--- src/rtl/stopwatch_control.sv ---
// Stopwatch front-end: button synchronizers and debouncers, IDLE/RUN/PAUSE control FSM,
// and the divider that produces the increment tick for the least-significant counter stage.
module stopwatch_control #(
   parameter int DEBOUNCE_CYCLES = 500_000,
   parameter int TICK_DIVIDE     = 1_000_000
) (
   input  logic clk,
   input  logic reset,
   input  logic btn_run,
   input  logic btn_clear,
   output logic increment,
   output logic clear,
   output logic running
);

   localparam int DW = (DEBOUNCE_CYCLES > 1) ? $clog2(DEBOUNCE_CYCLES) : 1;
   localparam int TW = $clog2(TICK_DIVIDE);
   localparam logic [DW-1:0] DEB_LAST = DW'(DEBOUNCE_CYCLES - 1);
   localparam logic [TW-1:0] DIV_LAST = TW'(TICK_DIVIDE - 1);

   typedef enum logic [1:0] {
      IDLE  = 2'd0,
      RUN   = 2'd1,
      PAUSE = 2'd2
   } state_t;

   // Bit 0 carries the run button, bit 1 the clear button.
   logic [1:0]    s1;
   logic [1:0]    s2;
   logic [1:0]    stable;
   logic [1:0]    stable_d;
   logic [DW-1:0] deb_cnt [2];

   logic run_press;
   logic clear_press;

   state_t        state;
   state_t        next_state;
   logic [TW-1:0] div;
   logic [TW-1:0] div_next;
   logic          tick_next;
   logic          clear_next;
   logic          running_next;

   // A level is accepted only after it has disagreed with stable for DEBOUNCE_CYCLES edges in a row.
   always_ff @(posedge clk) begin
      if (reset) begin
         s1       <= '0;
         s2       <= '0;
         stable   <= '0;
         stable_d <= '0;
         for (int i = 0; i < 2; i++) begin
            deb_cnt[i] <= '0;
         end
      end else begin
         s1       <= {btn_clear, btn_run};
         s2       <= s1;
         stable_d <= stable;
         for (int i = 0; i < 2; i++) begin
            if (s2[i] == stable[i]) begin
               deb_cnt[i] <= '0;
            end else if (deb_cnt[i] == DEB_LAST) begin
               stable[i]  <= s2[i];
               deb_cnt[i] <= '0;
            end else begin
               deb_cnt[i] <= deb_cnt[i] + DW'(1);
            end
         end
      end
   end

   assign run_press   = stable[0] & ~stable_d[0];
   assign clear_press = stable[1] & ~stable_d[1];

   always_ff @(posedge clk) begin
      if (reset) begin
         state     <= IDLE;
         div       <= '0;
         increment <= 1'b0;
         clear     <= 1'b0;
         running   <= 1'b0;
      end else begin
         state     <= next_state;
         div       <= div_next;
         increment <= tick_next;
         clear     <= clear_next;
         running   <= running_next;
      end
   end

   // Clear outranks run everywhere except RUN, where clear is not honoured at all.
   always_comb begin
      next_state = state;
      case (state)
         IDLE: begin
            if (clear_press) begin
               next_state = IDLE;
            end else if (run_press) begin
               next_state = RUN;
            end
         end
         RUN: begin
            if (run_press) begin
               next_state = PAUSE;
            end
         end
         PAUSE: begin
            if (clear_press) begin
               next_state = IDLE;
            end else if (run_press) begin
               next_state = RUN;
            end
         end
         default: next_state = IDLE;
      endcase
   end

   // The divider still advances on the edge that leaves RUN, but that edge never emits a tick.
   always_comb begin
      div_next     = div;
      tick_next    = 1'b0;
      clear_next   = 1'b0;
      running_next = (next_state == RUN);
      case (state)
         IDLE: begin
            div_next   = '0;
            clear_next = clear_press;
         end
         RUN: begin
            if (div == DIV_LAST) begin
               div_next  = '0;
               tick_next = (next_state == RUN);
            end else begin
               div_next = div + TW'(1);
            end
         end
         PAUSE: begin
            if (clear_press) begin
               div_next   = '0;
               clear_next = 1'b1;
            end
         end
         default: div_next = '0;
      endcase
   end

endmodule
--- config.mk ---
export PLATFORM = sky130hd
export DESIGN_NAME = stopwatch_control
export DESIGN_NICKNAME = d
export VERILOG_FILES = /design/src/rtl/stopwatch_control.sv
export SDC_FILE = /design/constraint.sdc
export NUM_CORES = 1
export LEC_CHECK = 0
export CORE_MARGIN = 10
export CORE_UTILIZATION = 40
export CTS_CLUSTER_SIZE = 28
export DETAILED_ROUTE_END_ITERATION = 8
export PLACE_DENSITY = 0.59
export SYNTH_ARGS = -nofsm -noshare
export SYNTH_HDL_FRONTEND = slang
export SYNTH_SLANG_ARGS = --single-unit
export TNS_END_PERCENT = 100
--- constraint.sdc ---
create_clock -name clk -period 4.7 [get_ports clk]
set_input_delay 0.94 -clock clk [delete_from_list [all_inputs] [get_ports clk]]
set_output_delay 0.94 -clock clk [all_outputs]
set_load 0.02 [all_outputs]
-- Word level (Yosys, flattened, before mapping)
Memories as Yosys holds them, arrays and structs flattened.
Index checks and enable logic that the tools add are counted.
- add/sub/neg operators: 3
- equal/unequal tests: 9
- multiplexer cells: 39
- bitwise gates (word level): 14
- reduce and logical (&&, ||, !) cells: 5
- operator list (operator ; count):
    2-to-1 mux 19 bit ; 6
    2-to-1 mux 20 bit ; 2
    case mux 20 bit (2 select lines) ; 1
    adder 19 x 1 -> 19 bit, second input constant ; 2
    equality test 19 bit, second input constant ; 2
    2-to-1 mux 1 bit ; 25
    adder 20 x 1 -> 20 bit, second input constant ; 1
    equality test 20 bit, second input constant ; 1
    2-to-1 mux 2 bit ; 3
    NOT 1 bit ; 6
    bitwise OR 1 bit ; 6
    equality test 2 x 1 -> 1 bit, second input constant ; 2
    case mux 2 bit (2 select lines) ; 1
    AND reduction 2 bit ; 2
    OR reduction 3 bit ; 1
    bitwise AND 1 bit ; 2
    equality test 1 bit ; 2
    equality test 2 bit, second input constant ; 1
    zero test 2 bit ; 1
    != test 2 bit, second input constant ; 1
    case mux 1 bit (2 select lines) ; 1
    OR reduction 2 bit ; 1
- register bits: 33
- RAM bits: 38
- output and inout port bits: 3
- memories: 1
- memory list (name ; words ; bits a word ; rd ports ; clocked after Yosys merged registers in ; wr ports ; line ; source):
    deb_cnt ; 2 ; 19 ; 2 ; 0 ; 2 ; 32 ; logic [DW-1:0] deb_cnt [2];

-- Depth between registers and ports, before layout
- depth after elaboration: 7
- gate-level depth with buffers: 8
- depth with buffers taken out: 6

-- Worst setup path after synthesis
No wires, ideal clock.
- path kind: input -> register
- start: input reset
- end: register div[15]
- arrival: 2052 ps
- data required time: 4638 ps
- setup slack: 2586 ps
- stages: 5
- buffers on the path: 1
- cells stage by stage: clkbuf_1 > nor2_1 > o41ai_2 > or4_1 > nand3_1
- RTL lines (item ; line ; source):
    from (decl) ; 8 ; input logic reset,
    to (signal assigned) ; 84 ; div <= div_next;
    to (decl) ; 39 ; logic [TW-1:0] div;

==> run_results.csv <==
group,metric,value,unit
clocking,ctsHoldBuffers,0,
synthesis,async_reset_ff_share,0,%
worst_setup_path,cp_slowest_stage_delay,0.68,ns
sta,tns,0,ns
synthesis,yosys_warnings,0,
routing,firstDrtPassIters,4,
layout,multi_input_area,0.00175,mm²
floorplanning,coreArea,0.00864,mm²
worst_setup_path,ff2ff_setup_slack,2.41,ns
worst_setup_path,crit_required,4.98,ns
worst_setup_path,worstPathCellList,"clkdlybuf4s50_1 > buf_4 > nor2_1 > o41a_1 > or2b_1 > a31oi_1",
synthesis,synth.largest_area_cell,"edfxtp_1",
synthesis,ys_seq_elements,71,
synthesis,syn_inst,369,
place,numPortBuffers,6,
status,status,"complete, no violations",
place,gp_congestion,0.800,
power,clockPowerShare,42.1,%
layout,fin_cells,526,
layout,fillerInstances,840,
floorplanning,die_h,114,µm
clocking,cts_max_path_buffers,2,
power,power.switching,0.258,mW
sta,drv_slew,0,
flow_run,drv_cap,0,
clocking,cts_buffers,9,
routing,antenna_left,0,
worst_hold_path,hold-path-cell-count,1,
grt,grt_first_pass_wirelength,11.0,mm
layout,antennaDiodeCount,0,
worst_setup_path,path_class,"in -> reg",
grt,grt_pass1_vias,2461,
floorplanning,die_x,114,µm
sta,skew,0.00953,ns
worst_setup_path,cp-start-kind,"input port",
synthesis,synth_top_cells_by_count,"nor2_1, edfxtp_1, dfxtp_1",
routing,drc_errors,0,
place,place_area,0.00380,mm²
grt,grt_overflow_total,0,
routing,num_vias,2580,
synthesis,synth_edf_count,38,
layout,nets,420,
sta,finalWorstPathRequiredPeriod,2.59,ns
power,sw_frac_of_total,20.8,%
floorplanning,io_pins,7,
routing,drt-vias-per-instance,4.90,
grt,grt_use_total,10.2,%
clocking,clk_pin_slew,0.08,ns
sta,max_freq,0.385,GHz
power,cellInternalPower,0.982,mW
power,irDropWorstVdd,0.132,mV
synthesis,synth_ff_type,"edfxtp_1",
clocking,htree_levels,3,
worst_setup_path,timing.rr.start,"div[0]$_SDFFE_PP0P_",
worst_hold_path,min_to,"s2[1]$_SDFF_PP0_",
synthesis,synth.area.top_cells,"edfxtp_1, dfxtp_1, nor2_1",
worst_setup_path,critPathSlowestCell,"o41a_1",
worst_setup_path,end_kind,"register",
routing,drt-total-wl,6.08,mm
layout,area_growth,14.0,%
layout,final_layout_size_suffix_gt1_share,4.55,%
floorplanning,dieArea,0.0129,mm²
synthesis,synth_area,0.00351,mm²
floorplanning,rows,34,
power,leakage,1.39,nW
floorplanning,start_util,40.7,%
routing,wire_per_inst,11.6,µm
clocking,root_buffer,"clkbuf_8",
clocking,cts_resized,0,
sta,setup_violations,0,
place,dp_hpwl,4.28,mm
worst_hold_path,hold_start,"s1[1]$_SDFF_PP0_",
synthesis,yosysTopAreaCellShare,32.5,%
power,power.density,310,mW/mm²
synthesis,synth_cell_types,40,
synthesis,ys_seq_area_share,51.3,%
synthesis,synth.most_common_cell,"nor2_1",
grt,grt_start_max_net_pins,22,
clocking,cts_tree,"built",
sta,worst_slew_pin_slew,0.964,ns
worst_setup_path,reg2reg_depth,6,
worst_hold_path,min_path_type,"reg -> reg",
sta,period_share,55.2,%
synthesis,synth.avg_cell_area,9.52,µm²
worst_setup_path,cp-startpoint,"reset",
sta,rsz0062_at_grt,"false",
worst_setup_path,r2r-end,"div[15]$_SDFFE_PP0P_",
clocking,worstSkewPairLatency,0.34,ns
power,combPwrFrac,2.7,%
layout,final-seq-area,0.00180,mm²
sta,hold_viol,0,
grt,antenna_found_initial,0,
clocking,cts.sinks,71,
place,dp.cells,510,
routing,drtIter0Drc,90,
clocking,post-cts-setup-buffers,0,
worst_setup_path,cp.arrival,2.87,ns
sta,slew-limit-headroom,35.0,%
layout,finalInstanceArea,0.00400,mm²
power,pwr-share-seq,55.2,%
worst_setup_path,cp_max_fo,21,
## cells by family (layout without fill, tap and decap cells)
family          Yosys count  in the layout  synth area share [%]
simple gates            196            196                  28.1
flops                    71             71                  51.3
xor+xnor                 38             38                  9.48
compound gates           36             36                  6.63
buf+inv                  22             34                  2.74
fa+ha+maj                 3              3                  1.07
mux                       2              2                 0.570
other cells               1             38                 0.107
## per-stage QoR
step | power (mW) | hold slack [ns] | worst slack, ns | utilization [%]
CTS | 1.25 | 0.445 | 2.12 | 46.4
floorplan | 0.722 | 0.414 | 2.59 | -
global route | 1.29 | 0.464 | 1.96 | 46.4
detailed placement | 0.732 | 0.431 | 1.75 | 44.0
global placement | 0.731 | 0.426 | 1.79 | 44.0
finish | 1.24 | 0.437 | 2.11 | 46.4
## registers in the layout, indices dropped and copies added (netlist names), 2 cells and up
signal and cells:
deb_cnt 38, div 20, s1 2, s2 2, stable 2, stable_d 2
state 2
## layout make-up
| class | count | share of cell area (%) |
|---|---|---|
| Tap cell | 108 | 3.38 |
| Multi-Input combinational cell | 313 | 43.8 |
| Inverter | 11 | 1.03 |
| Sequential cell | 71 | 45.0 |
| Clock inverter | 4 | 1.75 |
| Clock buffer | 12 | 3.38 |
| Timing Repair Buffer | 7 | 1.69 |
## layer usage
layer	up-vias	share of wire, %	global-route usage [%]
met3	10	3.2	2.31
met5	-	0	0
met1	1180	53	13.8
met4	0	2.4	6.35
met2	28	41	14.5
li1	1362	-	-
## worst max-delay path by stage
| stage | end | slack [ns] | cells past startpoint |
|---|---|---|---|
| after CTS | div[9]$_SDFFE_PP0P_ | 2.12 | 6 |
| after floorplan | div[15]$_SDFFE_PP0P_ | 2.59 | 5 |
| after global routing | div[17]$_SDFFE_PP0P_ | 1.96 | 6 |
| after detailed placement | div[9]$_SDFFE_PP0P_ | 1.75 | 6 |
| after global placement | div[9]$_SDFFE_PP0P_ | 1.79 | 6 |
| final | div[9]$_SDFFE_PP0P_ | 2.11 | 6 |
## power groups by stage
stage	sequential [mW]	combinational [mW]	clock (mW)
final	0.684	0.0338	0.522
after global routing	0.687	0.0397	0.560
after detailed placement	0.699	0.0332	0
after CTS	0.684	0.0335	0.537
after global placement	0.698	0.0331	0
after floorplan	0.694	0.0282	0
## placed cells by master (no fill, tap or decap), types with 3 or more instances in the layout
| master | count |
|---|---|
| conb_1 | 38 |
| nor4_1 | 3 |
| a21oi_1 | 11 |
| xor2_1 | 20 |
| a21o_1 | 4 |
| ha_1 | 3 |
| nor2b_1 | 10 |
| and3_1 | 6 |
| inv_1 | 11 |
| or4_1 | 4 |
| edfxtp_1 | 38 |
| o21ai_0 | 3 |
| nor2_1 | 59 |
| o21ai_1 | 4 |
| dfxtp_1 | 33 |
| nand3_1 | 31 |
| nand2_1 | 30 |
| xnor2_1 | 18 |
| nand2b_1 | 5 |
| clkbuf_8 | 9 |
| nor4b_1 | 4 |
| a31oi_1 | 7 |
| or3_1 | 6 |
| clkbuf_1 | 3 |
| nor3_1 | 13 |
| and4_1 | 3 |
| clkdlybuf4s50_1 | 6 |
| nand4_1 | 14 |
## critical path, delay by kind of cell
kind	cells	cell delay [ns]
compound gates	2	0.83
buf+inv	2	0.60
simple gates	2	0.49
Note: power is estimated with default switching activity, not from simulation.
